==> src/rtl/store_pack_unit.sv <==
// Store packer for the MEM stage: lane-replicates store data, builds byte enables,
// rejects misaligned/reserved stores and queues legal ones toward data memory.
module store_pack_unit #(
    parameter int DEPTH = 2,
    parameter int AW    = 32
) (
    input  logic          clk,
    input  logic          reset,
    input  logic          req_valid,
    output logic          req_ready,
    input  logic [AW-1:0] req_addr,
    input  logic [31:0]   req_wdata,
    input  logic [1:0]    req_sop,
    output logic          mem_valid,
    input  logic          mem_ready,
    output logic [AW-1:0] mem_addr,
    output logic [31:0]   mem_wdata,
    output logic [3:0]    mem_be,
    output logic          exc_ades,
    output logic [AW-1:0] exc_addr,
    output logic          empty
);

    localparam int PW = (DEPTH > 1) ? $clog2(DEPTH) : 1;
    localparam int CW = PW + 1;

    // Handshake: a transfer happens on a rising edge where valid && ready are
    // both high; ready never looks at valid, and req_ready never looks at mem_ready.

    logic [AW-1:0] addr_q [DEPTH];
    logic [31:0]   data_q [DEPTH];
    logic [3:0]    be_q   [DEPTH];

    logic [PW-1:0] wr_ptr;
    logic [PW-1:0] rd_ptr;
    logic [CW-1:0] count;

    logic [1:0]    a;
    logic          legal;
    logic [31:0]   pk_data;
    logic [3:0]    pk_be;
    logic          accept;
    logic          enq;
    logic          deq;

    assign a = req_addr[1:0];

    always_comb begin
        legal   = 1'b0;
        pk_data = req_wdata;
        pk_be   = 4'b0000;
        case (req_sop)
            2'b00: begin
                legal = (a == 2'b00);
                pk_be = 4'b1111;
            end
            2'b01: begin
                legal   = !a[0];
                pk_data = {2{req_wdata[15:0]}};
                pk_be   = a[1] ? 4'b1100 : 4'b0011;
            end
            2'b10: begin
                legal   = 1'b1;
                pk_data = {4{req_wdata[7:0]}};
                pk_be   = 4'b0001 << a;
            end
            default: legal = 1'b0;
        endcase
    end

    assign req_ready = (count != CW'(DEPTH));
    assign empty     = (count == '0);
    assign mem_valid = !empty;
    assign accept    = req_valid && req_ready;
    assign enq       = accept && legal;
    assign deq       = mem_valid && mem_ready;

    assign mem_addr  = addr_q[rd_ptr];
    assign mem_wdata = data_q[rd_ptr];
    assign mem_be    = be_q[rd_ptr];

    // Storage is not reset: count alone decides which entries are meaningful.
    always_ff @(posedge clk) begin
        if (enq) begin
            addr_q[wr_ptr] <= {req_addr[AW-1:2], 2'b00};
            data_q[wr_ptr] <= pk_data;
            be_q[wr_ptr]   <= pk_be;
        end
    end

    always_ff @(posedge clk) begin
        if (reset) begin
            wr_ptr   <= '0;
            rd_ptr   <= '0;
            count    <= '0;
            exc_ades <= 1'b0;
            exc_addr <= '0;
        end else begin
            if (enq) wr_ptr <= wr_ptr + PW'(1);
            if (deq) rd_ptr <= rd_ptr + PW'(1);
            case ({enq, deq})
                2'b10:   count <= count + CW'(1);
                2'b01:   count <= count - CW'(1);
                default: count <= count;
            endcase
            exc_ades <= accept && !legal;
            if (accept && !legal) exc_addr <= req_addr;
        end
    end

endmodule

==> config.mk <==
export PLATFORM = sky130hd
export DESIGN_NAME = store_pack_unit
export DESIGN_NICKNAME = d
export VERILOG_FILES = /design/src/rtl/store_pack_unit.sv
export SDC_FILE = /design/constraint.sdc
export NUM_CORES = 1
export LEC_CHECK = 0
export CAP_MARGIN = 25
export CORE_ASPECT_RATIO = 1.25
export CORE_MARGIN = 3
export CORE_UTILIZATION = 49
export DETAILED_ROUTE_END_ITERATION = 7
export PLACE_DENSITY = 0.9
export SYNTH_ARGS = -nofsm -noshare
export SYNTH_HDL_FRONTEND = slang
export SYNTH_SLANG_ARGS = --single-unit
export TNS_END_PERCENT = 5
==> constraint.sdc <==
create_clock -name clk -period 7.2 [get_ports clk]
set_input_delay 2.16 -clock clk [delete_from_list [all_inputs] [get_ports clk]]
set_output_delay 2.16 -clock clk [all_outputs]
set_load 0.005 [all_outputs]
==> results.yml <==
status:
  outcome: "complete, no violations"
sta:
  slew_headroom: 0.382
  fin_worst_skew_ns: 0.0109
  min_period_ns: 5.09
  worstMarginPinSlew_ns: 0.925
  finalSetupTns_ns: 0
  finalSetupViolations: 0
  achievable-frequency_mhz: 196
  rsz0062_at_grt: "false"
  min_period_over_period: 0.707
  finalHoldViolCount: 0
  fin_ws_ns: 2.11
  final-max-slew-violation-count: 0
placement:
  port_buffers: 171
  place_hpwl_um: 10700
  pre_cts_slack_ns: 1.68
  gpl.final_weighted_congestion: 0.886
die:
  rows: 48
  initial_core_util: 0.502
  floorplan.die_area_sq_um: 15600
  die_height_um: 139
  core_region_area_sq_um: 13800
  die_span_in_x_um: 112
  io-pin-count: 174
worst_setup_path:
  cp_data_arrival_time_ns: 5.20
  worstPathRequired_ns: 7.30
  critical_path.startpoint_type: "input port"
  end_kind: "register"
  timing.setup.critical_path_class: "in2reg"
  crit_path_max_fanout: 36
grt:
  globalRoute.totalOverflow: 0
  grt_max_degree: 72
  antenna_found_initial: 0
  vias_in_the_first_global_route: 4556
  grt_use_total: 0.200
  groute.layer.met1.usage: 0.237
  grtUsageMet3: 0.0607
  wire_length_of_the_first_global_routing_pass_um: 24200
  globalRouteMet2Util: 0.350
  top_usage_layer: "met2"
clocking:
  cts_resized: 0
  clk_latency_ns: 0.42
  worst_setup_hold_path_clk_slew_ns: 0.07
  cts-hold-fix-buffers: 0
  cts_tree: "built"
  clock-root-buffer: "sky130_fd_sc_hd__clkbuf_16"
  cts.htree.levels: 4
  cts_post_setup_buffers_inserted: 0
  clock_sink_count: 170
  number_of_buffers_created_by_cts: 17
  ctsLongestPathBuffers: 2
synthesis:
  ys_seq_area_frac: 0.681
  syn-instance-count: 465
  most_used_dff_post_synth: "sky130_fd_sc_hd__edfxtp_1"
  synth_top_family_by_area: "multiplexers"
  postSynthAreaPerCell_sq_um: 14.9
  synthDistinctLibCells: 31
  synth_mux_area_frac: 0.153
  synthAdderAreaFrac: 0.00902
  mappedNetlistArea_sq_um: 6940
  post_synth_and_or_nand_nor_area_fraction: 0.0815
  yosys_warnings: 0
  synth_top_cells_by_area: "sky130_fd_sc_hd__edfxtp_1 (57%), sky130_fd_sc_hd__dfxtp_1 (11%), sky130_fd_sc_hd__mux2_2 (11%)"
  yosysTopAreaCell: "sky130_fd_sc_hd__edfxtp_1"
  synth.most_common_cell: "sky130_fd_sc_hd__edfxtp_1"
  synth_enable_flop_cells: 132
  synthXorXnorAreaFrac: 0.00379
  synth-seq-cells: 170
  post-synth-top-area-fraction: 0.571
  synthTopCellsByCount: "sky130_fd_sc_hd__edfxtp_1 (132), sky130_fd_sc_hd__mux2_2 (67), sky130_fd_sc_hd__nand2b_1 (65)"
  compound_gate_fraction_of_synth_area: 0.0440
  synth-async-reset-ratio: 0
detailed_routing:
  routed_wl_um: 15400
  route.vias.total: 4259
  route.detailed.wl_per_inst_um: 18.8
  detail_route.drc_violations: 0
  detail-route-antenna-nets: 0
  route.detailed.vias_per_inst: 5.19
  initialDrtViolationCount: 257
  drt_first_pass_iters: 5
power:
  relative_contribution_of_the_clock_network_to_total_power: 0.372
  total_leakage_power_nw: 3.33
  p_switching_mw: 0.585
  power.ir.vdd_worst_mv: 0.168
  comb_power_share: 0.178
  powerDensity_nw_per_um2: 266
  power.share.switching: 0.233
  cellInternalPower_mw: 1.93
  power.sequential.fraction: 0.449
finish:
  area_growth_syn_to_layout_pct: 36.1
  post_route_cells_drive_above_1_share: 0.169
  antenna_cells: 0
  num-fill-cells: 918
  finish.net_count: 707
hold_path:
  min_path_type: "reg2reg"
run:
  number_of_max_cap_violations: 0
==> metrics by stage <==
step,util,power [mW],hold slack [ns],cells,area [sq um]
after floorplan,-,1.36,0.465,466,6940
after CTS,0.683,2.54,0.477,820,9440
after global placement,0.638,1.59,0.459,787,8810
final,0.683,2.51,0.475,820,9440
after detailed placement,0.639,1.60,0.468,788,8830
after global routing,0.683,2.61,0.498,820,9440
==> power groups by stage <==
stage,sequential [mW],combinational (mW),clock (mW)
after floorplan,1.15,0.212,0
after global placement,1.15,0.438,0
after detailed placement,1.15,0.450,0
after CTS,1.13,0.456,0.951
after global routing,1.13,0.481,0.991
final,1.13,0.448,0.936
==> area by class of cell <==
class                   instances  area [sq um]  area share
clock inverters                15           188      0.0199
repair buffers                175          1770       0.188
multi-input cells             253          2050       0.217
flip-flops and latches        170          4730       0.501
inverters                      15          56.3     0.00596
clock buffers                  17           425      0.0451
well taps                     175           219      0.0232
==> routing by layer <==
| layer | part of all wire | wire, um |
|---|---|---|
| met5 | 0 | 0 |
| met4 | 0.016 | 248 |
| met3 | 0.081 | 1240 |
| met2 | 0.51 | 7930 |
| met1 | 0.39 | 5980 |
==> sequential cells by signal, summed over array words and instances, names as in the netlist, named ones only <==
signal	flops
wr_ptr	1
addr_q	60
exc_ades	1
be_q	8
count	2
exc_addr	32
rd_ptr	1
data_q	64
==> critical path, stage by stage <==
cell	delay (ns)
sky130_fd_sc_hd__clkdlybuf4s50_1	0.45
sky130_fd_sc_hd__inv_1	0.11
sky130_fd_sc_hd__ha_1	0.43
sky130_fd_sc_hd__nor2_2	0.20
sky130_fd_sc_hd__a221oi_4	0.40
sky130_fd_sc_hd__nand3_1	0.31
sky130_fd_sc_hd__nor2_4	0.79
sky130_fd_sc_hd__buf_12	0.31
==> logic make-up after synthesis <==
| kind of cell | after synthesis |
|---|---|
| DFF | 170 |
| and+or+nand+nor | 102 |
| AOI/OAI and AO/OA | 43 |
| muxes | 98 |
| adders and majority gates | 5 |
| buffers and inverters | 43 |
| xor gates and xnor gates | 3 |
| other | 1 |
==> final timing paths <==
check / slack (ns) / startpoint / depth (start not counted) / end
hold / removal: 0.48 / exc_addr[23]$_SDFFE_PP0P_ / 2 / exc_addr[23]$_SDFFE_PP0P_
hold reg to reg: 0.48 / exc_addr[23]$_SDFFE_PP0P_ / 2 / exc_addr[23]$_SDFFE_PP0P_
setup reg to reg: 4.94 / count[0]$_SDFFE_PP0P_ / 4 / data_q[0][3]$_DFFE_PP_
setup / recovery: 2.11 / req_sop[0] / 8 / data_q[0][3]$_DFFE_PP_
==> placed cells by master, fill, tap and decap left out, types with 3 or more instances in the layout <==
master / instances
sky130_fd_sc_hd__a21oi_1: 13
sky130_fd_sc_hd__a22o_1: 8
sky130_fd_sc_hd__a22oi_1: 8
sky130_fd_sc_hd__buf_12: 3
sky130_fd_sc_hd__bufinv_16: 3
sky130_fd_sc_hd__clkbuf_16: 17
sky130_fd_sc_hd__clkdlybuf4s50_1: 170
sky130_fd_sc_hd__dfxtp_1: 37
sky130_fd_sc_hd__edfxtp_1: 132
sky130_fd_sc_hd__ha_1: 5
sky130_fd_sc_hd__inv_1: 15
sky130_fd_sc_hd__inv_6: 3
sky130_fd_sc_hd__inv_8: 3
sky130_fd_sc_hd__mux2_2: 67
sky130_fd_sc_hd__mux2i_1: 31
sky130_fd_sc_hd__nand2_1: 9
sky130_fd_sc_hd__nand2b_1: 65
sky130_fd_sc_hd__nor2_1: 17
sky130_fd_sc_hd__nor2_4: 3
sky130_fd_sc_hd__o22ai_1: 8
Note: power is estimated with default switching activity, not from simulation.
